[config.mk]
export PLATFORM = sky130hd
export DESIGN_NAME = serial_adder_fsm_flat
export DESIGN_NICKNAME = d
export VERILOG_FILES = /design/src/rtl/serial_adder_fsm_if.sv /design/src/rtl/serial_adder_fsm.sv /design/src/flat_wrapper.sv
export SDC_FILE = /design/constraint.sdc
export NUM_CORES = 1
export LEC_CHECK = 0
export CAP_MARGIN = 20
export CORE_UTILIZATION = 30
export CTS_BUF_LIST = sky130_fd_sc_hd__clkbuf_8 sky130_fd_sc_hd__clkbuf_16
export CTS_CLUSTER_DIAMETER = 200
export DETAILED_ROUTE_END_ITERATION = 12
export PLACE_DENSITY = 0.66
export SLEW_MARGIN = 10
export SYNTH_ARGS = -nofsm -noshare
export SYNTH_HDL_FRONTEND = slang
export SYNTH_SLANG_ARGS = --single-unit
[constraint.sdc]
create_clock -name clk -period 1.3 [get_ports clk]
set_input_delay 0.26 -clock clk [delete_from_list [all_inputs] [get_ports clk]]
set_output_delay 0.26 -clock clk [all_outputs]
set_load 0.05 [all_outputs]
[src/rtl/serial_adder_fsm_if.sv]
// Handshake and operand/result bundle for serial_adder_fsm.
// master drives a request, slave (the adder) returns the result.
interface serial_adder_fsm_if #(
    parameter int WIDTH = 8
);
    logic             start;
    logic [WIDTH-1:0] a;
    logic [WIDTH-1:0] b;
    logic             sub;
    logic             ready;
    logic             done;
    logic [WIDTH-1:0] sum;
    logic             cout;

    modport master (
        output start, a, b, sub,
        input  ready, done, sum, cout
    );

    modport slave (
        input  start, a, b, sub,
        output ready, done, sum, cout
    );
endinterface

[src/rtl/serial_adder_fsm.sv]
// Bit-serial WIDTH-bit adder: one gate-level full-adder cell sequenced LSB-first.
// Optional subtract mode is compiled in with SERIAL_ADDER_SUB_EN.
//
//   state  | meaning
//   IDLE   | ready=1, waiting for start
//   BUSY   | one sum bit per cycle, WIDTH cycles
//   DONE   | done=1 for one cycle, result held
module serial_adder_fsm #(
    parameter int WIDTH = 8
) (
    input  logic                 clk,
    input  logic                 reset_n,
    serial_adder_fsm_if.slave    bus
);
    localparam int CW = $clog2(WIDTH);
    localparam logic [CW-1:0] LAST_CNT = CW'(WIDTH - 1);

    typedef enum logic [1:0] {
        S_IDLE = 2'd0,
        S_BUSY = 2'd1,
        S_DONE = 2'd2
    } state_t;

    state_t           r_state;
    logic [WIDTH-1:0] r_a_sh;
    logic [WIDTH-1:0] r_b_sh;
    logic [WIDTH-1:0] r_sum;
    logic [CW-1:0]    r_count;
    logic             r_carry;
    logic             r_cout;
    logic             r_ready;
    logic             r_done;

    logic             w_a_bit;
    logic             w_b_bit;
    logic             w_s;
    logic             w_and_ab;
    logic             w_and_ac;
    logic             w_and_bc;
    logic             w_maj;
    logic [WIDTH-1:0] w_b_load;
    logic             w_cin;

    // Full-adder cell: 3-input XOR for sum, three AND2 into an OR3 for carry.
    assign w_a_bit  = r_a_sh[0];
    assign w_b_bit  = r_b_sh[0];
    assign w_s      = w_a_bit ^ w_b_bit ^ r_carry;
    assign w_and_ab = w_a_bit & w_b_bit;
    assign w_and_ac = w_a_bit & r_carry;
    assign w_and_bc = w_b_bit & r_carry;
    assign w_maj    = w_and_ab | w_and_ac | w_and_bc;

`ifdef SERIAL_ADDER_SUB_EN
    // Two's-complement subtract: invert B and inject a carry-in of 1.
    assign w_b_load = bus.sub ? ~bus.b : bus.b;
    assign w_cin    = bus.sub;
`else
    // sub is ignored here; the AND with zero folds away entirely.
    assign w_b_load = bus.b;
    assign w_cin    = bus.sub & 1'b0;
`endif

    always_ff @(posedge clk or negedge reset_n) begin
        if (!reset_n) begin
            r_state <= S_IDLE;
            r_a_sh  <= '0;
            r_b_sh  <= '0;
            r_sum   <= '0;
            r_count <= '0;
            r_carry <= 1'b0;
            r_cout  <= 1'b0;
            r_ready <= 1'b1;
            r_done  <= 1'b0;
        end else begin
            case (r_state)
                S_IDLE: begin
                    if (bus.start) begin
                        r_a_sh  <= bus.a;
                        r_b_sh  <= w_b_load;
                        r_count <= '0;
                        r_carry <= w_cin;
                        r_ready <= 1'b0;
                        r_state <= S_BUSY;
                    end
                end
                S_BUSY: begin
                    r_sum   <= {w_s, r_sum[WIDTH-1:1]};
                    r_carry <= w_maj;
                    r_a_sh  <= {1'b0, r_a_sh[WIDTH-1:1]};
                    r_b_sh  <= {1'b0, r_b_sh[WIDTH-1:1]};
                    r_count <= r_count + CW'(1);
                    if (r_count == LAST_CNT) begin
                        r_cout  <= w_maj;
                        r_done  <= 1'b1;
                        r_state <= S_DONE;
                    end
                end
                S_DONE: begin
                    r_done  <= 1'b0;
                    r_ready <= 1'b1;
                    r_state <= S_IDLE;
                end
                default: begin
                    r_done  <= 1'b0;
                    r_ready <= 1'b1;
                    r_state <= S_IDLE;
                end
            endcase
        end
    end

    assign bus.ready = r_ready;
    assign bus.done  = r_done;
    assign bus.sum   = r_sum;
    assign bus.cout  = r_cout;

endmodule

[src/flat_wrapper.sv]
// flat-port wrapper written by rule: the top's interface ports become plain ports
module serial_adder_fsm_flat 
#(
    parameter int WIDTH = 8
)
  (clk, reset_n, bus_start, bus_a, bus_b, bus_sub, bus_ready, bus_done, bus_sum, bus_cout);
  serial_adder_fsm_if #(.WIDTH(WIDTH)) bus_i ();
  input  logic clk;
  input  logic reset_n;
  input wire logic [$bits(bus_i.start)-1:0] bus_start;
  input wire logic [$bits(bus_i.a)-1:0] bus_a;
  input wire logic [$bits(bus_i.b)-1:0] bus_b;
  input wire logic [$bits(bus_i.sub)-1:0] bus_sub;
  output wire logic [$bits(bus_i.ready)-1:0] bus_ready;
  output wire logic [$bits(bus_i.done)-1:0] bus_done;
  output wire logic [$bits(bus_i.sum)-1:0] bus_sum;
  output wire logic [$bits(bus_i.cout)-1:0] bus_cout;
  assign bus_i.start = bus_start;
  assign bus_i.a = bus_a;
  assign bus_i.b = bus_b;
  assign bus_i.sub = bus_sub;
  assign bus_ready = bus_i.ready;
  assign bus_done = bus_i.done;
  assign bus_sum = bus_i.sum;
  assign bus_cout = bus_i.cout;
  serial_adder_fsm #(.WIDTH(WIDTH)) u_core (.clk(clk), .reset_n(reset_n), .bus(bus_i));
endmodule
Word-level counts from Yosys, hierarchy flattened
Index checks and enable logic that the tools add are counted.
- input port bits: 20
- logic and storage cells: 44
- memories: 0
- latch bits: 0
- register bits after elaboration: 33
- output and inout bits: 11
- bits in read-only memories: 0
- bits in writable memories: 0
- bitwise gates (word level): 9
- multiply operators: 0
- add/sub/neg operators: 1
- eq/ne operators: 4
- order comparisons: 0
- divide/modulo/power cells: 0
- shift-type cells: 0
- muxes and demuxes: 14
- reductions and logical operators: 7
- operators with widths (kind ; number):
    $pmux 8 s2 ; 2
    $mux 8 ; 2
    $reduce_and 2->1 ; 5
    $pmux 1 s2 ; 3
    $pmux 3 s2 ; 1
    $mux 2 ; 2
    $pmux 2 s2 ; 1
    $add 3x1->3 const B ; 1
    $and 1x1->1 ; 3
    $eq 3x3->1 const B ; 1
    $mux 3 ; 1
    $eq 2x1->1 const B ; 1
    $logic_not 2->1 ; 1
    $mux 1 ; 2
    $ne 2x1->1 const B ; 1
    $ne 2x2->1 const B ; 1
    $not 1->1 ; 2
    $or 1x1->1 ; 2
    $reduce_bool 2->1 ; 1
    $xor 1x1->1 ; 2

Depth between registers and ports, before layout
Gate-level depths: netlist of the first run.
- word-level depth: 4
- mapped depth: 5
- gate-level depth less buffers: 4

Worst setup path before layout of the first run
Ideal clock, no wire load.
- path kind: register -> register
- from: reg u_core.r_count[0]
- to: reg u_core.r_cout, in the netlist u_core.bus.cout
- stages on the path, launching flop included: 5
- slack: 0.010 ns
- data required time: 1.175 ns
- period minus slack after synthesis: 1.290 ns
- buffers on the path: 0
- data arrival time: 1.165 ns
- library setup time: 0.125 ns
- cell sequence: dfrtp_1 -> ha_1 -> ha_1 -> and2_4 -> mux2_4
- cells in the longest elaborated chain, start to end: 2
- ends and longest elaborated chain (item ; line ; RTL):
    from (decl) ; serial_adder_fsm.sv:28 ; logic [CW-1:0] r_count;
    from (signal assigned) ; serial_adder_fsm.sv:91 ; r_count <= r_count + CW'(1);
    $eq 3x3->1 ; serial_adder_fsm.sv:92 ; if (r_count == LAST_CNT) begin
    $reduce_and 2->1 (no source line) ; n/a ;
    to (signal assigned) ; serial_adder_fsm.sv:93 ; r_cout <= w_maj;
    to (decl) ; serial_adder_fsm.sv:30 ; logic r_cout;
No other way between the ends.
A chain may end at the register's enable or synchronous reset.

Worst setup path in the final report of the first run
- from: reg u_core.r_count[1]
- to: reg u_core.r_cout, in the netlist u_core.bus.cout
The elaborated chain is that of the path after synthesis.

==> results of run 1 <==
==> metal layers <==
metal  vias up  part of all wire
met3         7             0.051
met4         0             0.015
met5         -                 0
met2        32              0.50
li1        553                 -
met1       593              0.44
==> power by group <==
part | total [mW] | switching, mW | internal [mW]
clock network | 0.739 | 0.376 | 0.363
logic | 2.76 | 1.36 | 1.40
registers | 1.96 | 0.451 | 1.51
==> worst min path at each step <==
stage | cells past startpoint | endpoint | startpoint | slack [ps]
6_report | 2 | u_core.r_a_sh[5] | reset_n | 340
5_1_grt | 2 | u_core.bus.done | reset_n | 360
4_1_cts | 2 | u_core.bus.done | reset_n | 330
3_5_place_dp | 2 | u_core.bus.ready | u_core.bus.ready | 480
3_3_place_gp | 2 | u_core.bus.ready | u_core.bus.ready | 470
2_1_floorplan | 0 | u_core.bus.cout | reset_n | -40
==> synthesized netlist by cell type <==
cell type | count | area [sq um]
a21oi_1 | 8 | 40.0
a22o_1 | 3 | 26.3
a2bb2oi_1 | 5 | 43.8
and2_4 | 1 | 8.76
buf_2 | 3 | 15.0
buf_4 | 2 | 15.0
buf_6 | 3 | 33.8
dfrtp_1 | 32 | 801
dfstp_2 | 1 | 26.3
fa_1 | 1 | 20.0
ha_1 | 2 | 25.0
inv_1 | 1 | 3.75
inv_2 | 1 | 3.75
mux2_4 | 1 | 15.0
nand2_1 | 29 | 109
nand2b_1 | 3 | 18.8
nand2b_4 | 1 | 13.8
nand3b_1 | 3 | 22.5
nor2_1 | 3 | 11.3
nor2_4 | 1 | 11.3
nor2b_1 | 1 | 6.26
nor2b_4 | 1 | 13.8
o21ai_0 | 5 | 25.0
o21bai_1 | 1 | 7.51
o221a_2 | 3 | 33.8
o22ai_1 | 17 | 106
==> through the flow <==
step	setup slack [ps]	util	hold WS, ps
CTS	-2.66	0.460	334
finish	-6.21	0.463	336
global placement	-132	0.439	469
global route	-40.5	0.463	358
detailed placement	-146	0.439	477
floorplan	9.56	-	-35.6
==> layout make-up <==
cell class | instances | share of cell area
clock buffers | 5 | 0.0330
clock inverters | 3 | 0.00660
inverters | 2 | 0.00360
multi-input cells | 89 | 0.277
flip-flops and latches | 33 | 0.397
well taps | 52 | 0.0312
repair buffers | 44 | 0.252
==> worst reg2reg max path, delay by kind of cell, from the launching register on <==
kind	cells	cell delay, ps
adder cells (fa/ha/maj)	2	370
flip-flops	1	390
AND/OR/NAND/NOR	1	140
multiplexers	1	290
==> registers in the layout, indices dropped and copies added (netlist names) <==
register	count
u_core.bus.cout	1
u_core.bus.done	1
u_core.bus.ready	1
u_core.bus.sum	8
u_core.r_a_sh	8
u_core.r_b_sh	8
u_core.r_carry	1
u_core.r_count	3
u_core.r_state	2
==> kinds of logic (layout without fill, tap and decap cells) <==
kind of cell | after synthesis | after routing | synth area share
muxes | 1 | 1 | 0.0103
adders and majority gates | 3 | 3 | 0.0309
AOI/OAI and AO/OA | 42 | 42 | 0.194
buffers and inverters | 10 | 54 | 0.0490
DFF | 33 | 33 | 0.568
and+or+nand+nor | 43 | 43 | 0.148
==> what timing repair did <==
| item | in CTS | in global routing |
|---|---|---|
| hold buffers | 0 | 0 |
| gates resized for setup | 3 | 2 |
| pin swaps | 1 | 0 |
| cloned | 0 | 0 |
| endpoints found under the setup margin | 2 | 17 |
| setup buffers | 0 | 1 |
==> impl_metrics.tcl, run 1 <==
set metrics [dict create \
    worstSetupPathType "flop to flop" \
    multi_input_area_sq_um 578 \
    reg2reg_depth 4 \
    fin_ws_ps -6.21 \
    status "complete, but fails checks" \
    clk_path_buf_depth 2 \
    ys_warn_count 0 \
    cp-start-kind "flop" \
    track_usage 0.149 \
    portBuffers 29 \
    vdd_ir_drop_max_mv 1.22 \
    route.detailed.wl_per_inst_microns 14.9 \
    die_x_microns 71.7 \
    met2_usage 0.247 \
    cts_max_level 2 \
    antenna_left 0 \
    layout_commonest_cell "dfrtp_1" \
    fin_crit_sh 1.00 \
    rrSetupSlack_ps -6 \
    grt_max_degree 34 \
    cts_tree "built" \
    n_antenna_cell 0 \
    fin_crit_ps 1310 \
    syn2layout_area_growth_pct 43.2 \
    drtIter0Drc 77 \
    max_freq_mhz 766 \
    rsz0062_at_grt "yes" \
    yosysUniqueCellTypes 26 \
    synth.yosys.seq_area_share 0.568 \
    cap_violations 0 \
    drive_gt1_frac 0.267 \
    vias 1185 \
    use_met3 0.0549 \
    cp_top_family "flip-flops" \
    ff_latch_area_sq_um 827 \
    holdCritPathClass "input pin to async pin" \
    rows 24 \
    cp_num_buf_inv 0 \
    grt_util_met1 0.173 \
    die_height_microns 71.7 \
    start_util 0.323 \
    hpwl_microns 2350 \
    final_area_sq_mm 0.00209 \
    n_fill_cell 431 \
    remaining_drc_errors 0 \
    hold_violations 0 \
    setup_viol 1 \
    first_global_vias 1252 \
    arrival_ps 1480 \
    grt_busiest_layer "met2" \
    tightest_slew_ps 355 \
    r2r-end "u_core.bus.cout" \
    slew_viol_final 0 \
    path_cells "ha_2 -> ha_4 -> and2_4 -> mux2_4" \
    wl_microns 3390 \
    power.total_mw 5.47 \
    critPathMaxFanout 2 \
    firstDrtPassIters 5 \
    finalClockSkew_ps 3.36 \
    setup_tns_ps -6.21 \
    critical-path-max-stage-delay_ps 390 \
    place_area_sq_mm 0.00198 \
    final_cell_mix "dfrtp_1, nand2_1, clkdlybuf4s50_1, o22ai_1, buf_4" \
    synth_seq_cells 33 \
    antenna_found_initial 0 \
    p_leak_nw 0.934 \
    final_cells 228 \
    synth_nets 155 \
    startpoint "u_core.r_count[1]" \
    core_sq_mm 0.00450 \
    finalNetCount 198 \
    io_pins 31 \
    drt-vias-per-instance 5.20 \
    syn_area_per_cell_sq_um 11.0 \
    clk_latency_ps 290 \
    cts_buffers 5 \
    clk_pin_slew_ps 70 \
    violations "setup timing" \
    grt_pass1_wl_microns 5740 \
    end_kind "flop" \
    slew_headroom 0.763 \
    r2r_start "u_core.r_count[1]" \
    required_ps 1470 \
    p_per_area_mw_per_mm2 2620 \
    grt_overflow 0 \
    crit_end "u_core.bus.cout" \
    cp_num_cells 4 \
    netlist_area_sq_mm 0.00146 \
    postSynthCellCount 132 \
    clkSinkCount 33 \
    dieArea_sq_mm 0.00514 \
    cp_slowest_cell "dfrtp_1" \
    finalWeightedCongestion 0.831 \
    cts_root_buf "clkbuf_8" \
    placed_cells 219 \
]
(Power assumes the default switching activity.)
==> inputs of run 2 (changes only) <==
Settings changed: MAX_ROUTING_LAYER from default to met4.
==> run 2 against run 1 <==
Net effect:
- the flow now finishes without violations
- critical path depth stayed put
- clock power is 35% higher
- setup slack better by 14 ps
- highest routed layer unchanged
==> impl_metrics.tcl, run 2 (synthesis gave the netlist of run 1 again) <==
set metrics [dict create \
    status "finished, final reports clean" \
    critical-path-max-stage-delay_ps 390 \
    cts_max_level 2 \
    drive_gt1_frac 0.291 \
    end_kind "flop" \
    drtIter0Drc 48 \
    remaining_drc_errors 0 \
    cp-start-kind "flop" \
    p_switching_mw 2.20 \
    setup_viol 0 \
    critPathMaxFanout 2 \
    drt-vias-per-instance 5.17 \
    final_area_sq_mm 0.00215 \
    grt_max_degree 34 \
    n_antenna_cell 0 \
    grt_pass1_wl_microns 5820 \
    slew_viol_final 0 \
    tightest_slew_ps 295 \
    worstSetupPathType "flop to flop" \
    max_freq_mhz 774 \
    fin_ws_ps 7.97 \
    die_height_microns 71.7 \
    clk_path_buf_depth 2 \
    reg2reg_depth 4 \
    setup_tns_ps 0 \
    antenna_found_initial 0 \
    clk_latency_ps 290 \
    postLayoutCoreUtil 0.477 \
    r2r_start "u_core.r_count[0]" \
    rsz0062_at_grt "yes" \
    final_cells 231 \
    first_global_vias 1219 \
    grt_overflow 0 \
    arrival_ps 1470 \
    required_ps 1470 \
    p_sw_frac 0.380 \
    syn2layout_area_growth_pct 47.4 \
    firstDrtPassIters 4 \
    core_sq_mm 0.00450 \
    place_area_sq_mm 0.00198 \
    route.detailed.wl_per_inst_microns 14.7 \
    clk_pin_slew_ps 70 \
    fin_crit_sh 0.994 \
    cts_hold_buf 0 \
    pwr-share-comb 0.486 \
    cts_buffers 5 \
    p_seq_frac 0.340 \
    wl_microns 3400 \
    p_leak_nw 0.955 \
    dieArea_sq_mm 0.00514 \
    portBuffers 29 \
    rrSetupSlack_ps 8 \
    die_x_microns 71.7 \
    vias 1194 \
    clkSinkCount 33 \
    slew_headroom 0.803 \
    final_cell_mix "dfrtp_1, nand2_1, clkdlybuf4s50_1, o22ai_1, buf_4" \
    finalClockSkew_ps 3.31 \
    hold_violations 0 \
    cp_slowest_cell "dfrtp_1" \
    pre_cts_slack_ps -157 \
    intPower_mw 3.59 \
    vdd_ir_drop_max_mv 1.07 \
    start_util 0.323 \
    p_clk_frac 0.173 \
    track_usage 0.157 \
    finalWeightedCongestion 0.834 \
    hpwl_microns 2360 \
    layout_commonest_cell "dfrtp_1" \
    antenna_left 0 \
    path_cells "ha_2 -> ha_4 -> and2_4 -> mux2_4" \
    p_per_area_mw_per_mm2 2700 \
    fin_crit_ps 1290 \
    holdCritPathClass "input pin to async pin" \
    cap_violations 0 \
    cts_root_buf "clkbuf_8" \
    finalNetCount 201 \
    rows 24 \
    r2r-end "u_core.bus.cout" \
    placed_cells 219 \
    cts_tree "built" \
    io_pins 31 \
]
==> run 2: through the flow <==
stage	hold slack, ps	total power, mW
2_1_floorplan	-35.6	3.51
3_5_place_dp	474	4.66
3_3_place_gp	469	4.57
6_report	333	5.79
4_1_cts	333	5.74
5_1_grt	340	6.18
==> run 2: worst max path at each step <==
stage / startpoint / slack [ps] / end
after detailed placement: bus_start / -160 / u_core.r_b_sh[7]
final: u_core.r_count[0] / 8 / u_core.bus.cout
after floorplan: u_core.r_count[0] / 10 / u_core.bus.cout
after global routing: u_core.r_count[0] / -30 / u_core.bus.cout
after global placement: bus_start / -140 / u_core.r_a_sh[6]
after CTS: u_core.r_count[0] / 4 / u_core.bus.cout
==> run 2: layout make-up <==
cell class / count / area, sq um
sequential: 33 / 828
clock buffer: 6 / 82.6
inverter: 2 / 11.3
multi-input combinational: 89 / 578
tap: 52 / 65.1
clock inverter: 2 / 33.8
fill: 417 / 2360
timing repair buffer: 47 / 548
==> run 2: repair_timing <==
item                                    CTS  global route
hold endpoints to repair                  0             0
resized for setup                         3             4
endpoints found under the setup margin    1            16
pin swaps                                 0             1
cloned                                    0             0
buffers inserted                          1             3
==> run 2: per-layer routing <==
metal  share of wire  vias to the layer above  GRT usage
met5               0                        -          -
li1                -                      567          -
met1            0.45                      589      0.183
met2            0.49                       31      0.246
met3           0.037                        7     0.0352
met4           0.029                        0     0.0980
==> run 2: worst max-delay path: cells and delay by family, from the launching register on <==
family,cells,cell delay (ps)
muxes,1,290
DFF,1,390
adders and majority gates,2,350
and+or+nand+nor,1,140
==> run 2: power groups by stage <==
stage	Sequential (mW)	Combinational [mW]	Clock (mW)
floorplan	2.31	1.20	0
global placement	1.94	2.63	0
detailed placement	1.96	2.71	0
CTS	1.95	2.76	1.03
global route	2.03	3.06	1.09
finish	1.97	2.81	1.00
==> inputs of run 3 (changes only) <==
Settings changed: PLACE_DENSITY 0.66 to 0.64, TNS_END_PERCENT from default to 30.
Clock period 1.3 ns to 1.2 ns, I/O delays scaled along.
==> run 3 against run 2 <==
Net effect:
- the flow now finishes with violations (setup timing)
- wire length is 1.3% higher
- count of clock-buffer cells in the layout down 1
- clock power down 19%
- via count shrank 1.7%
- total power is 4.8% higher
- flip-flop and latch count stayed put
- non-clock buffer count unchanged
- cell count unchanged
- critical path type unchanged
- critical endpoint unchanged
- highest routed layer unchanged
==> impl_metrics.tcl, run 3 (synthesis gave the netlist of run 1 again) <==
set metrics [dict create \
    critPathMaxFanout 2 \
    cts_root_buf "clkbuf_8" \
    placed_cells 222 \
    track_usage 0.157 \
    p_clk_frac 0.133 \
    worstSetupPathType "flop to flop" \
    start_util 0.323 \
    status "complete, but fails checks" \
    final_cell_mix "dfrtp_1, nand2_1, o22ai_1, clkdlybuf4s50_1, buf_4" \
    tightest_slew_ps 274 \
    slew_viol_final 0 \
    rows 24 \
    hold_violations 0 \
    slew_headroom 0.817 \
    setup_viol 3 \
    grt_max_degree 34 \
    rrSetupSlack_ps -100 \
    antenna_left 0 \
    violations "setup timing" \
    p_seq_frac 0.348 \
    syn2layout_area_growth_pct 46.6 \
    p_per_area_mw_per_mm2 2840 \
    first_global_vias 1261 \
    final_cells 231 \
    startpoint "u_core.r_count[1]" \
    remaining_drc_errors 0 \
    finalClockSkew_ps 9.65 \
    portBuffers 29 \
    cts_tree "built" \
    vdd_ir_drop_max_mv 1.15 \
    path_cells "ha_2 -> ha_4 -> and2_4 -> mux2_4" \
    clk_latency_ps 290 \
    pwr-share-comb 0.519 \
    p_switching_mw 2.42 \
    fin_ws_ps -95.5 \
    cts_max_level 2 \
    dieArea_sq_mm 0.00514 \
    holdCritPathClass "input pin to async pin" \
    met3WireLength_microns 134 \
    grt_overflow 0 \
    io_pins 31 \
    cp-start-kind "flop" \
    finalWeightedCongestion 0.811 \
    top_layer_used "met4" \
    vias 1174 \
    fin_crit_ps 1300 \
    die_x_microns 71.7 \
    rsz0062_at_grt "yes" \
    p_leak_nw 0.961 \
    cts_buffers 5 \
    hpwl_microns 2420 \
    critical-path-max-stage-delay_ps 400 \
    fin_crit_sh 1.08 \
    power.total_mw 6.07 \
    grt_pass1_wl_microns 5900 \
    required_ps 1360 \
    core_sq_mm 0.00450 \
    wl_met1_microns 1590 \
    crit_end "u_core.bus.cout" \
    r2r_start "u_core.r_count[1]" \
    drtIter0Drc 56 \
    route.detailed.wl_per_inst_microns 14.9 \
    cp_slowest_cell "dfrtp_1" \
    antenna_found_initial 0 \
    end_kind "flop" \
    drive_gt1_frac 0.307 \
    finalNetCount 201 \
    die_height_microns 71.7 \
    wl_microns 3450 \
    r2r-end "u_core.bus.cout" \
    firstDrtPassIters 4 \
    layout_commonest_cell "dfrtp_1" \
    reg2reg_depth 4 \
    n_fill_cell 409 \
    clk_path_buf_depth 2 \
    n_antenna_cell 0 \
    clkSinkCount 33 \
    arrival_ps 1460 \
    cap_violations 0 \
    setup_tns_ps -133 \
    drt-vias-per-instance 5.08 \
    hold_ws_ps 317 \
    p_sw_frac 0.399 \
    clk_pin_slew_ps 70 \
    wl_met2_microns 1640 \
    max_freq_mhz 772 \
    intPower_mw 3.64 \
]
==> run 3: critical path: cells and delay by family, from the launching register on <==
family	cells	cell delay, ps
fa+ha+maj	2	350
flops	1	400
mux	1	290
simple gates	1	130
==> run 3: how the worst min path moves through the flow <==
| stage | endpoint | slack (ps) | cells after the start |
|---|---|---|---|
| global placement | u_core.bus.ready | 470 | 2 |
| floorplan | u_core.bus.cout | -60 | 0 |
| detailed placement | u_core.bus.ready | 480 | 2 |
| finish | u_core.r_a_sh[5] | 320 | 2 |
| CTS | u_core.r_a_sh[7] | 320 | 2 |
| global route | u_core.r_a_sh[7] | 330 | 2 |
==> run 3: stage by stage <==
| step | instance area [sq um] | utilization | setup slack (ps) |
|---|---|---|---|
| 2_1_floorplan | 1470 | - | -34.4 |
| 3_3_place_gp | 2010 | 0.447 | -237 |
| 3_5_place_dp | 2010 | 0.447 | -275 |
| 4_1_cts | 2120 | 0.471 | -95.1 |
| 5_1_grt | 2130 | 0.474 | -124 |
| 6_report | 2130 | 0.474 | -95.5 |
==> run 3: power by group through the flow <==
stage	sequential (mW)	clock [mW]	combinational, mW
after CTS	2.11	0.821	3.15
after global placement	2.10	0	2.94
after floorplan	2.51	0	1.32
after detailed placement	2.12	0	3.05
after global routing	2.18	0.875	3.37
final	2.11	0.806	3.15
==> run 3: metal layers <==
| layer | GRT usage | vias to the layer above |
|---|---|---|
| met5 | - | - |
| met4 | 0.0828 | 0 |
| met3 | 0.0436 | 8 |
| met2 | 0.233 | 29 |
| met1 | 0.195 | 576 |
| li1 | - | 561 |
==> run 3: area by class of cell <==
cell class | count | area, sq um | area share
Clock buffer | 5 | 68.8 | 0.0322
Clock inverter | 3 | 13.8 | 0.00645
Sequential cell | 33 | 827 | 0.387
Multi-Input combinational cell | 89 | 598 | 0.280
Inverter | 2 | 7.51 | 0.00352
Timing Repair Buffer | 47 | 554 | 0.260
Tap cell | 52 | 65.1 | 0.0305
==> run 3: timing repair <==
action	4_1_cts	5_1_grt
hold buffers	0	0
pin swaps	2	1
buffers inserted	1	0
resized for setup	4	5
setup endpoints to repair	17	27
